**src/rtl/vram_pkg.sv**
```systemverilog
// Shared definitions for the VRAM arbiter.
// Holds the memory map, the bus widths, the read FSM state type, the posted-write FIFO
// entry layout, and a helper that classifies an address as glyph space.
package vram_pkg;

    localparam int unsigned DATA_W = 16;
    localparam int unsigned ADDR_W = 14;

    // Text cells live in the low 8K words; glyph rows start at 0x2000.
    localparam logic [ADDR_W-1:0] VRAM_TEXT_BASE  = 14'h0000;
    localparam logic [ADDR_W-1:0] VRAM_GLYPH_BASE = 14'h2000;

    typedef enum logic {
        StIdle   = 1'b0,
        StRdWait = 1'b1
    } vram_state_e;

    typedef struct packed {
        logic [ADDR_W-1:0] addr;
        logic [DATA_W-1:0] data;
    } wr_entry_t;

    function automatic logic is_glyph_addr(input logic [ADDR_W-1:0] addr);
        return addr >= VRAM_GLYPH_BASE;
    endfunction

endpackage

```
**src/rtl/vram_wr_fifo.sv**
```systemverilog
// Posted-write FIFO for the VRAM arbiter.
// Synchronous FIFO of {addr, data} entries. DEPTH must be a power of two and at least 2 so
// the pointers wrap naturally.
// Ports:
//   clk_i, rst_i          clock, synchronous active-high reset (clears pointers and count)
//   push_i                write push_addr_i/push_data_i at the tail (ignored when full)
//   pop_i                 drop the head entry (ignored when empty)
//   full_o, empty_o       occupancy flags
//   head_addr_o/data_o    current head entry
module vram_wr_fifo
    import vram_pkg::*;
#(
    parameter int unsigned DEPTH = 4
) (
    input  logic              clk_i,
    input  logic              rst_i,
    input  logic              push_i,
    input  logic [ADDR_W-1:0] push_addr_i,
    input  logic [DATA_W-1:0] push_data_i,
    input  logic              pop_i,
    output logic              full_o,
    output logic              empty_o,
    output logic [ADDR_W-1:0] head_addr_o,
    output logic [DATA_W-1:0] head_data_o
);

    localparam int unsigned PtrW = $clog2(DEPTH);
    localparam logic [PtrW:0] FullCnt = (PtrW + 1)'(DEPTH);

    wr_entry_t     mem_q [DEPTH];
    logic [PtrW-1:0] wptr_q, wptr_d;
    logic [PtrW-1:0] rptr_q, rptr_d;
    logic [PtrW:0]   count_q, count_d;
    logic            push_ok;
    logic            pop_ok;

    always_comb begin
        full_o  = (count_q == FullCnt);
        empty_o = (count_q == '0);
        push_ok = push_i && !full_o;
        pop_ok  = pop_i && !empty_o;

        wptr_d  = wptr_q;
        rptr_d  = rptr_q;
        count_d = count_q;
        if (push_ok) begin
            wptr_d = wptr_q + PtrW'(1);
        end
        if (pop_ok) begin
            rptr_d = rptr_q + PtrW'(1);
        end
        unique case ({push_ok, pop_ok})
            2'b10:   count_d = count_q + (PtrW + 1)'(1);
            2'b01:   count_d = count_q - (PtrW + 1)'(1);
            default: count_d = count_q;
        endcase

        head_addr_o = mem_q[rptr_q].addr;
        head_data_o = mem_q[rptr_q].data;
    end

    always_ff @(posedge clk_i) begin
        if (rst_i) begin
            wptr_q  <= '0;
            rptr_q  <= '0;
            count_q <= '0;
        end else begin
            wptr_q  <= wptr_d;
            rptr_q  <= rptr_d;
            count_q <= count_d;
        end
    end

    // Storage is not reset; the count alone decides what is valid.
    always_ff @(posedge clk_i) begin
        if (push_ok && !rst_i) begin
            mem_q[wptr_q] <= '{addr: push_addr_i, data: push_data_i};
        end
    end

endmodule

```
**src/rtl/vram_arbiter.sv**
```systemverilog
// VRAM arbiter: shares the single-port 16-bit video memory between the text-mode display
// pipeline and a host port.
// The display takes the memory combinationally whenever disp_busy_i is high. Host writes are
// posted into a FIFO and drained in free cycles; host reads wait until the FIFO is empty, so
// they are ordered behind every earlier write.
// Ports:
//   clk_i, rst_i                         clock, synchronous active-high reset
//   disp_busy_i, disp_addr_i             display request and address
//   host_wr_req_i/addr_i/data_i          posted write; accepted when wr_ready_o is high
//   wr_ready_o                           FIFO not full and not in reset
//   host_rd_req_i, host_rd_addr_i        read request, held until rd_valid_o
//   rd_valid_o, host_rdata_o             one-cycle read return, data held until next return
//   wp_err_o                             sticky flag for writes dropped by glyph protection
//   mem_addr_o, mem_we_o, mem_wdata_o    memory command
//   mem_rdata_i                          memory read data, one cycle after the address
module vram_arbiter
    import vram_pkg::*;
#(
    parameter int unsigned FIFO_DEPTH = 4,
    parameter int unsigned GLYPH_WP   = 1
) (
    input  logic              clk_i,
    input  logic              rst_i,
    input  logic              disp_busy_i,
    input  logic [ADDR_W-1:0] disp_addr_i,
    input  logic              host_wr_req_i,
    input  logic [ADDR_W-1:0] host_wr_addr_i,
    input  logic [DATA_W-1:0] host_wr_data_i,
    output logic              wr_ready_o,
    input  logic              host_rd_req_i,
    input  logic [ADDR_W-1:0] host_rd_addr_i,
    output logic              rd_valid_o,
    output logic [DATA_W-1:0] host_rdata_o,
    output logic              wp_err_o,
    output logic [ADDR_W-1:0] mem_addr_o,
    output logic              mem_we_o,
    output logic [DATA_W-1:0] mem_wdata_o,
    input  logic [DATA_W-1:0] mem_rdata_i
);

    vram_state_e       state_q, state_d;
    logic              rd_valid_q, rd_valid_d;
    logic [DATA_W-1:0] host_rdata_q, host_rdata_d;
    logic              wp_err_q, wp_err_d;

    logic              fifo_full;
    logic              fifo_empty;
    logic [ADDR_W-1:0] fifo_head_addr;
    logic [DATA_W-1:0] fifo_head_data;
    logic              fifo_push;
    logic              fifo_pop;

    logic              wr_fire;
    logic              wp_hit;
    logic              free_slot;
    logic              rd_issue;

    vram_wr_fifo #(
        .DEPTH (FIFO_DEPTH)
    ) u_wr_fifo (
        .clk_i       (clk_i),
        .rst_i       (rst_i),
        .push_i      (fifo_push),
        .push_addr_i (host_wr_addr_i),
        .push_data_i (host_wr_data_i),
        .pop_i       (fifo_pop),
        .full_o      (fifo_full),
        .empty_o     (fifo_empty),
        .head_addr_o (fifo_head_addr),
        .head_data_o (fifo_head_data)
    );

    // Write acceptance and glyph write protection.
    always_comb begin
        wr_ready_o = !fifo_full && !rst_i;
        wr_fire    = host_wr_req_i && wr_ready_o;
        // A protected write is still handshaken, it just never reaches the FIFO.
        wp_hit     = (GLYPH_WP != 0) && is_glyph_addr(host_wr_addr_i);
        fifo_push  = wr_fire && !wp_hit;
        wp_err_d   = wp_err_q || (wr_fire && wp_hit);
    end

    // Memory mux: display first, then pending writes, then a new read.
    always_comb begin
        // Nothing may touch memory during reset so a cleared FIFO is never written.
        free_slot   = !disp_busy_i && !rst_i;
        fifo_pop    = free_slot && !fifo_empty;
        rd_issue    = free_slot && fifo_empty && (state_q == StIdle) && host_rd_req_i;

        mem_addr_o  = VRAM_TEXT_BASE;
        mem_we_o    = 1'b0;
        mem_wdata_o = '0;
        if (disp_busy_i) begin
            mem_addr_o = disp_addr_i;
        end else if (fifo_pop) begin
            mem_addr_o  = fifo_head_addr;
            mem_we_o    = 1'b1;
            mem_wdata_o = fifo_head_data;
        end else if (rd_issue) begin
            mem_addr_o = host_rd_addr_i;
        end
    end

    // Read FSM: the issued read returns regardless of what the mux does during RD_WAIT.
    always_comb begin
        state_d      = state_q;
        rd_valid_d   = 1'b0;
        host_rdata_d = host_rdata_q;
        unique case (state_q)
            StIdle: begin
                if (rd_issue) begin
                    state_d = StRdWait;
                end
            end
            StRdWait: begin
                host_rdata_d = mem_rdata_i;
                rd_valid_d   = 1'b1;
                state_d      = StIdle;
            end
            default: state_d = StIdle;
        endcase
    end

    always_ff @(posedge clk_i) begin
        if (rst_i) begin
            state_q      <= StIdle;
            rd_valid_q   <= 1'b0;
            host_rdata_q <= '0;
            wp_err_q     <= 1'b0;
        end else begin
            state_q      <= state_d;
            rd_valid_q   <= rd_valid_d;
            host_rdata_q <= host_rdata_d;
            wp_err_q     <= wp_err_d;
        end
    end

    assign rd_valid_o   = rd_valid_q;
    assign host_rdata_o = host_rdata_q;
    assign wp_err_o     = wp_err_q;

endmodule

```
**config.mk**
```make
export PLATFORM = sky130hd
export DESIGN_NAME = vram_arbiter
export DESIGN_NICKNAME = d
export VERILOG_FILES = /design/src/rtl/vram_pkg.sv /design/src/rtl/vram_wr_fifo.sv /design/src/rtl/vram_arbiter.sv
export SDC_FILE = /design/constraint.sdc
export NUM_CORES = 1
export LEC_CHECK = 0
export ABC_AREA = 1
export CAP_MARGIN = 0
export CORE_AREA = 5 5 129 131
export CTS_CLUSTER_SIZE = 25
export DETAILED_ROUTE_END_ITERATION = 6
export DIE_AREA = 0 0 134 136
export GPL_ROUTABILITY_DRIVEN = 1
export HOLD_SLACK_MARGIN = 0.02
export PLACE_DENSITY_LB_ADDON = 0.25
export SLEW_MARGIN = 5
export SYNTH_ARGS = -nofsm -noshare
export SYNTH_HDL_FRONTEND = slang
export SYNTH_SLANG_ARGS = --single-unit
```
**constraint.sdc**
```tcl
create_clock -name clk_i -period 2.7 [get_ports clk_i]
set_input_delay 0.27 -clock clk_i [delete_from_list [all_inputs] [get_ports clk_i]]
set_output_delay 0.27 -clock clk_i [all_outputs]
set_load 0.01 [all_outputs]
```
## Word-level counts from Yosys, hierarchy flattened

Memory sizes are Yosys's and may differ from the RTL's. A register that Yosys moved wholly into a read port is not among the register bits.
Index checks and enable logic that the tools add are counted.

| word-level totals | value |
|---|---|
| bits in registers | 26 |
| RAM bits | 120 |
| input bits | 79 |
| output and inout port bits | 50 |
| logic and storage cells | 52 |
| memories kept | 1 |

Memory list:

| name | depth | bits a word | read ports | clocked after memory_dff | wr ports | RTL line | text |
|---|---|---|---|---|---|---|---|
| u_wr_fifo.mem_q | 4 | 30 | 1 | 1 | 1 | vram_wr_fifo.sv:30 | `wr_entry_t mem_q [DEPTH];` |

| operators by class | value |
|---|---|
| add/sub/neg operators | 4 |
| $lt $le $gt $ge | 1 |
| eq/ne operators | 3 |
| mux-type cells | 15 |
| bitwise operators | 1 |
| reductions and logical operators | 20 |

Operators by type and width:

| kind | number |
|---|---|
| 14-bit 2-to-1 mux | 3 |
| 16-bit 2-to-1 mux | 2 |
| 14-bit greater-or-equal comparator (second input constant) | 1 |
| 1-bit logical AND | 12 |
| 1-bit 2-to-1 mux | 6 |
| 3-bit one-hot mux with 2 select lines | 1 |
| 1-bit zero test | 5 |
| 2-bit by 1-bit adder with 2-bit output (second input constant) | 2 |
| 2-bit 2-to-1 mux | 2 |
| 3-bit by 1-bit adder with 3-bit output (second input constant) | 1 |
| 3-bit equality test (second input constant) | 1 |
| 3-bit zero test | 1 |
| 3-bit by 1-bit subtractor with 3-bit output (second input constant) | 1 |
| 2-bit by 1-bit equality test with 1-bit output (second input constant) | 1 |
| 2-bit equality test (second input constant) | 1 |
| 1-bit one-hot mux with 2 select lines | 1 |
| 2-bit nonzero test | 1 |
| 1-bit logical OR | 1 |
| 1-bit NOT | 1 |

## Longest topological paths before layout

| depth | value |
|---|---|
| word-level depth | 9 |
| mapped depth | 13 |
| depth with buffers taken out | 12 |

## Hierarchy

Synthesis repeated with hierarchy kept, for this count alone.

| second synthesis, totals | value |
|---|---|
| cells, all modules | 553 |
| area total of the unflattened synthesis | 6,192.2 um^2 |

By module, submodules not included:

| module | times used | cells an instance | area each (um^2) | sequential area each (um^2) |
|---|---|---|---|---|
| vram_wr_fifo | 1 | 366 | 5,022.3 | 3,783.6 |
| vram_arbiter | 1 | 187 | 1,169.9 | 380.4 |

## Worst setup path after synthesis

OpenSTA, ideal clock, no wires.

| timing | value |
|---|---|
| path kind | register to register |
| from | reg u_wr_fifo.count_q[1] |
| to | mem u_wr_fifo.mem_q[0][0] in the netlist's numbering, enable pin |
| library setup time | 417 ps |
| data arrival time | 1,940 ps |
| required time | 2,283 ps |
| setup slack | 343 ps |
| cell stages (with the launch flop) | 5 |
| clock period less this slack | 2,357 ps |
| path through | dfxtp_1 > nor2_2 > nand2_1 > nand4_2 > nor2_1 |

| on the way | value |
|---|---|
| word-level cells in the longest chain between the ends | 9 |

RTL lines:

| element | RTL line | text |
|---|---|---|
| start, declared | vram_wr_fifo.sv:33 | `logic [PtrW:0] count_q, count_d;` |
| start signal, assigned | vram_wr_fifo.sv:70 | `count_q <= count_d;` |
| 3-bit equality test * | vram_wr_fifo.sv:38 | `full_o = (count_q == FullCnt);` |
| 1-bit zero test * | vram_wr_fifo.sv:40, vram_arbiter.sv:75 |  |
| 1-bit logical AND | vram_arbiter.sv:75 | `wr_ready_o = !fifo_full && !rst_i;` |
| 1-bit logical AND | vram_arbiter.sv:76 | `wr_fire = host_wr_req_i && wr_ready_o;` |
| 1-bit logical AND | vram_arbiter.sv:79 | `fifo_push = wr_fire && !wp_hit;` |
| 1-bit logical AND * | vram_wr_fifo.sv:40 | `push_ok = push_i && !full_o;` |
| 1-bit logical AND * | vram_wr_fifo.sv:76 | `if (push_ok && !rst_i) begin` |
| 1-bit 2-to-1 mux * | vram_wr_fifo.sv:76 |  |
| 1-bit 2-to-1 mux (not written as such) * | vram_wr_fifo.sv:77 | `mem_q[wptr_q] <= '{addr: push_addr_i, data: push_data_i};` |
| end, declared | vram_wr_fifo.sv:30 |  |

Mark *: on every way between the ends. The rest lies on a longest branch, timed or not.

==> metrics.md <==
| Metric | Value |
|---|---|
| Status | `completed` |
| RSZ-0062 raised after global routing | `no` |
| Chip Height | `136 µm` |
| Final ANT Viol Nets | `0` |
| Clock Tree Root | `clkbuf_16` |
| CP max stage cell | `clkdlybuf4s50_1` |
| Fmax achieved | `402 MHz` |
| Post-DP HPWL | `9640 µm` |
| Critical Path, Cell by Cell | `inv_2 > buf_4 > o21ai_0 > a21oi_1 > clkdlybuf4s50_1` |
| Crit path DAT | `2.21 ns` |
| Total Routing Usage GR | `16.3%` |
| Setup violators final | `0` |
| Power per cell area | `645 mW/mm²` |
| Clk pin slew, worst setup/hold paths | `0.06 ns` |
| Die area | `0.0182 mm²` |
| Post-Syn Instances | `562` |
| Global route overflow | `0` |
| Yosys warns | `0` |
| Pins Over Slew Limit | `0` |
| Seq cells post-synth | `148` |
| Max clock buf depth | `2` |
| Layout Skew | `0.00507 ns` |
| Post-Syn Area per Cell | `10.7 µm²` |
| Maximum capacitance violations | `0` |
| Hold Vio Cnt, Final | `0` |
| Placed instance area | `0.00763 mm²` |
| Initial antenna violation count | `0` |
| CTS tree | `done` |
| Chip width | `134 µm` |
| CP Data Required Time | `2.43 ns` |
| CTS Buf Count | `17` |
| IO buf count | `128` |
| CP Max Fanout | `32` |
| Core Area | `0.0155 mm²` |
| Max-Slew Margin vs Limit | `61.1%` |
| Tightest Pin Transition | `0.583 ns` |
| Slowest Stage Delay on Critical Path | `0.59 ns` |
| DR WL/cell | `16.1 µm` |
| Num ports | `129` |
| DRC errors left | `0` |
| Cell Area, Synth | `0.00603 mm²` |
| Crit end category | `output port` |
| VDD IR max | `382 µV` |
| Via density | `4.94` |
| Net Count, Synth | `647` |
| Final wirelength | `14700 µm` |
| First-pass GRT wire length | `22800 µm` |
| N_diodes | `0` |
| Share of layout cells above drive strength 1 | `9.34%` |
| GP Congestion | `0.817` |
| Final instance area | `0.00825 mm²` |
| Register area share after synthesis | `69.0%` |
| Largest net degree at the start of global routing | `33` |
| DR pass1 iterations | `5` |
| Yosys cell types | `24` |
| NumNets Final | `790` |
| Clock sinks | `148` |
| Vias in the first global route | `4568` |
| Post-CTS Hold Buffers | `0` |
| Hold WC Path Type | `in -> reg` |
| Tcrit/Tclk final | `92.0%` |
| CTS H-Tree Depth | `4` |
| Area grow syn2layout | `36.7%` |
| Startpoint class of the critical path | `register` |
| Pleak | `3.05 nW` |
| Critical path class | `reg -> out` |
| Initial drt markers | `313` |
| Clk_lat worst skew | `0.40 ns` |
| Setup TNS | `0 ns` |
| Initial core utilization | `39.0%` |
| Crit path time final | `2.48 ns` |
| Vias | `4495` |
| Cell row count | `46` |
layout make-up:
class | instances | area (µm²)
clock buffer | 19 | 433
fill | 1314 | 7230
sequential | 148 | 4170
multi-input combinational | 362 | 1670
timing repair buffer | 153 | 1510
tap | 192 | 240
clock inverter | 12 | 139
inverter | 23 | 92.6
sequential cells by signal, indices dropped and copies added, names as in the netlist, named ones only:
signal             flops
rd_valid_o             1
u_wr_fifo.mem_q      120
host_rdata_o          16
u_wr_fifo.wptr_q       2
u_wr_fifo.rptr_q       2
u_wr_fifo.count_q      3
state_q                1
wp_err_o               1
metrics by stage:
step	hold slack [ns]	total power [W]	util (%)	setup WS (ns)	instances
CTS	0.378	0.00538	53.0	0.0508	905
finish	0.402	0.00532	53.3	0.215	909
floorplan	0.339	0.00281	-	0.343	562
global route	0.394	0.00552	53.3	0.0946	909
global placement	0.438	0.00309	49.3	0.292	874
detailed placement	0.450	0.00311	49.3	0.221	874
synthesized netlist by cell type:
cell type  number  area [µm²]
nor2_1        131         492
edfxtp_1      120        3600
nand2_1        85         319
o21ai_0        63         315
nand3_1        46         230
dfxtp_1        28         561
a21oi_1        22         110
inv_1          19        71.3
clkbuf_1       15        56.3
buf_2          11        55.1
ha_1            5        62.6
inv_2           3        11.3
buf_6           2        22.5
nor2_2          2        12.5
buf_4           1        7.51
fa_1            1        20.0
inv_4           1        6.26
nand2_2         1        6.26
nand2_4         1        11.3
nand3_4         1        17.5
nand4_2         1        12.5
nor3_4          1        16.3
nor4_1          1        6.26
xor2_1          1        8.76
path summary, 6_finish.rpt:
kind | cells after the start | endpoint | start | slack, ns
max reg2reg | 11 | u_wr_fifo.count_q[2] | u_wr_fifo.count_q[1] | 0.72
min reg2reg | 2 | wp_err_o | wp_err_o | 0.46
max | 5 | mem_wdata_o[15] | register | 0.22
min | 3 | host_rdata_o[5] | mem_rdata_i[5] | 0.40
worst max-delay path, delay by kind of cell (launching register included):
kind / cells / cell delay, ns
AO/OA/AOI/OAI: 2 / 0.41
flip-flops: 1 / 0.42
buffers and inverters: 3 / 0.97
layer usage:
| metal | track usage (%) | wire length, µm | part of all wire (%) |
|---|---|---|---|
| met5 | 0 | 0 | 0 |
| met4 | 7.37 | 327 | 2.2 |
| met3 | 4.48 | 909 | 6.2 |
| met2 | 28.2 | 7520 | 51 |
| met1 | 19.0 | 5900 | 40 |
where the power goes:
part / total (W) / switching, W / internal, W
sequential: 0.00253 / 0.0000238 / 0.00251
combinational: 0.000526 / 0.000267 / 0.000259
clock: 0.00226 / 0.000834 / 0.00143
layout by cell type (no fill, tap or decap), types with 2 or more instances in the layout:
cell type and count:
ha_1 5, buf_12 3, nand3_1 46, a21oi_1 22, edfxtp_1 120, inv_1 18
inv_2 3, nor2_1 127, nor2_4 4, nand2_1 85, o21ai_0 63, bufinv_16 3
clkbuf_1 2, nor2_2 2, clkdlybuf4s50_1 128, dfxtp_1 27, clkinvlp_4 3, buf_4 22
clkinv_1 4, clkbuf_16 17, clkinv_2 2
cell families after synthesis:
logic type / after synthesis / synth area share, %
compound gates: 85 / 7.05
fa+ha+maj: 6 / 1.37
flops: 148 / 69.0
buf+inv: 52 / 3.82
simple gates: 270 / 18.6
xor+xnor: 1 / 0.145
timing repair:
| item | 4_1_cts | 5_1_grt |
|---|---|---|
| setup buffers | 0 | 4 |
| setup endpoints to repair | 0 | 12 |
| resized for setup | 0 | 2 |
Power figures use the tool's default switching activity.
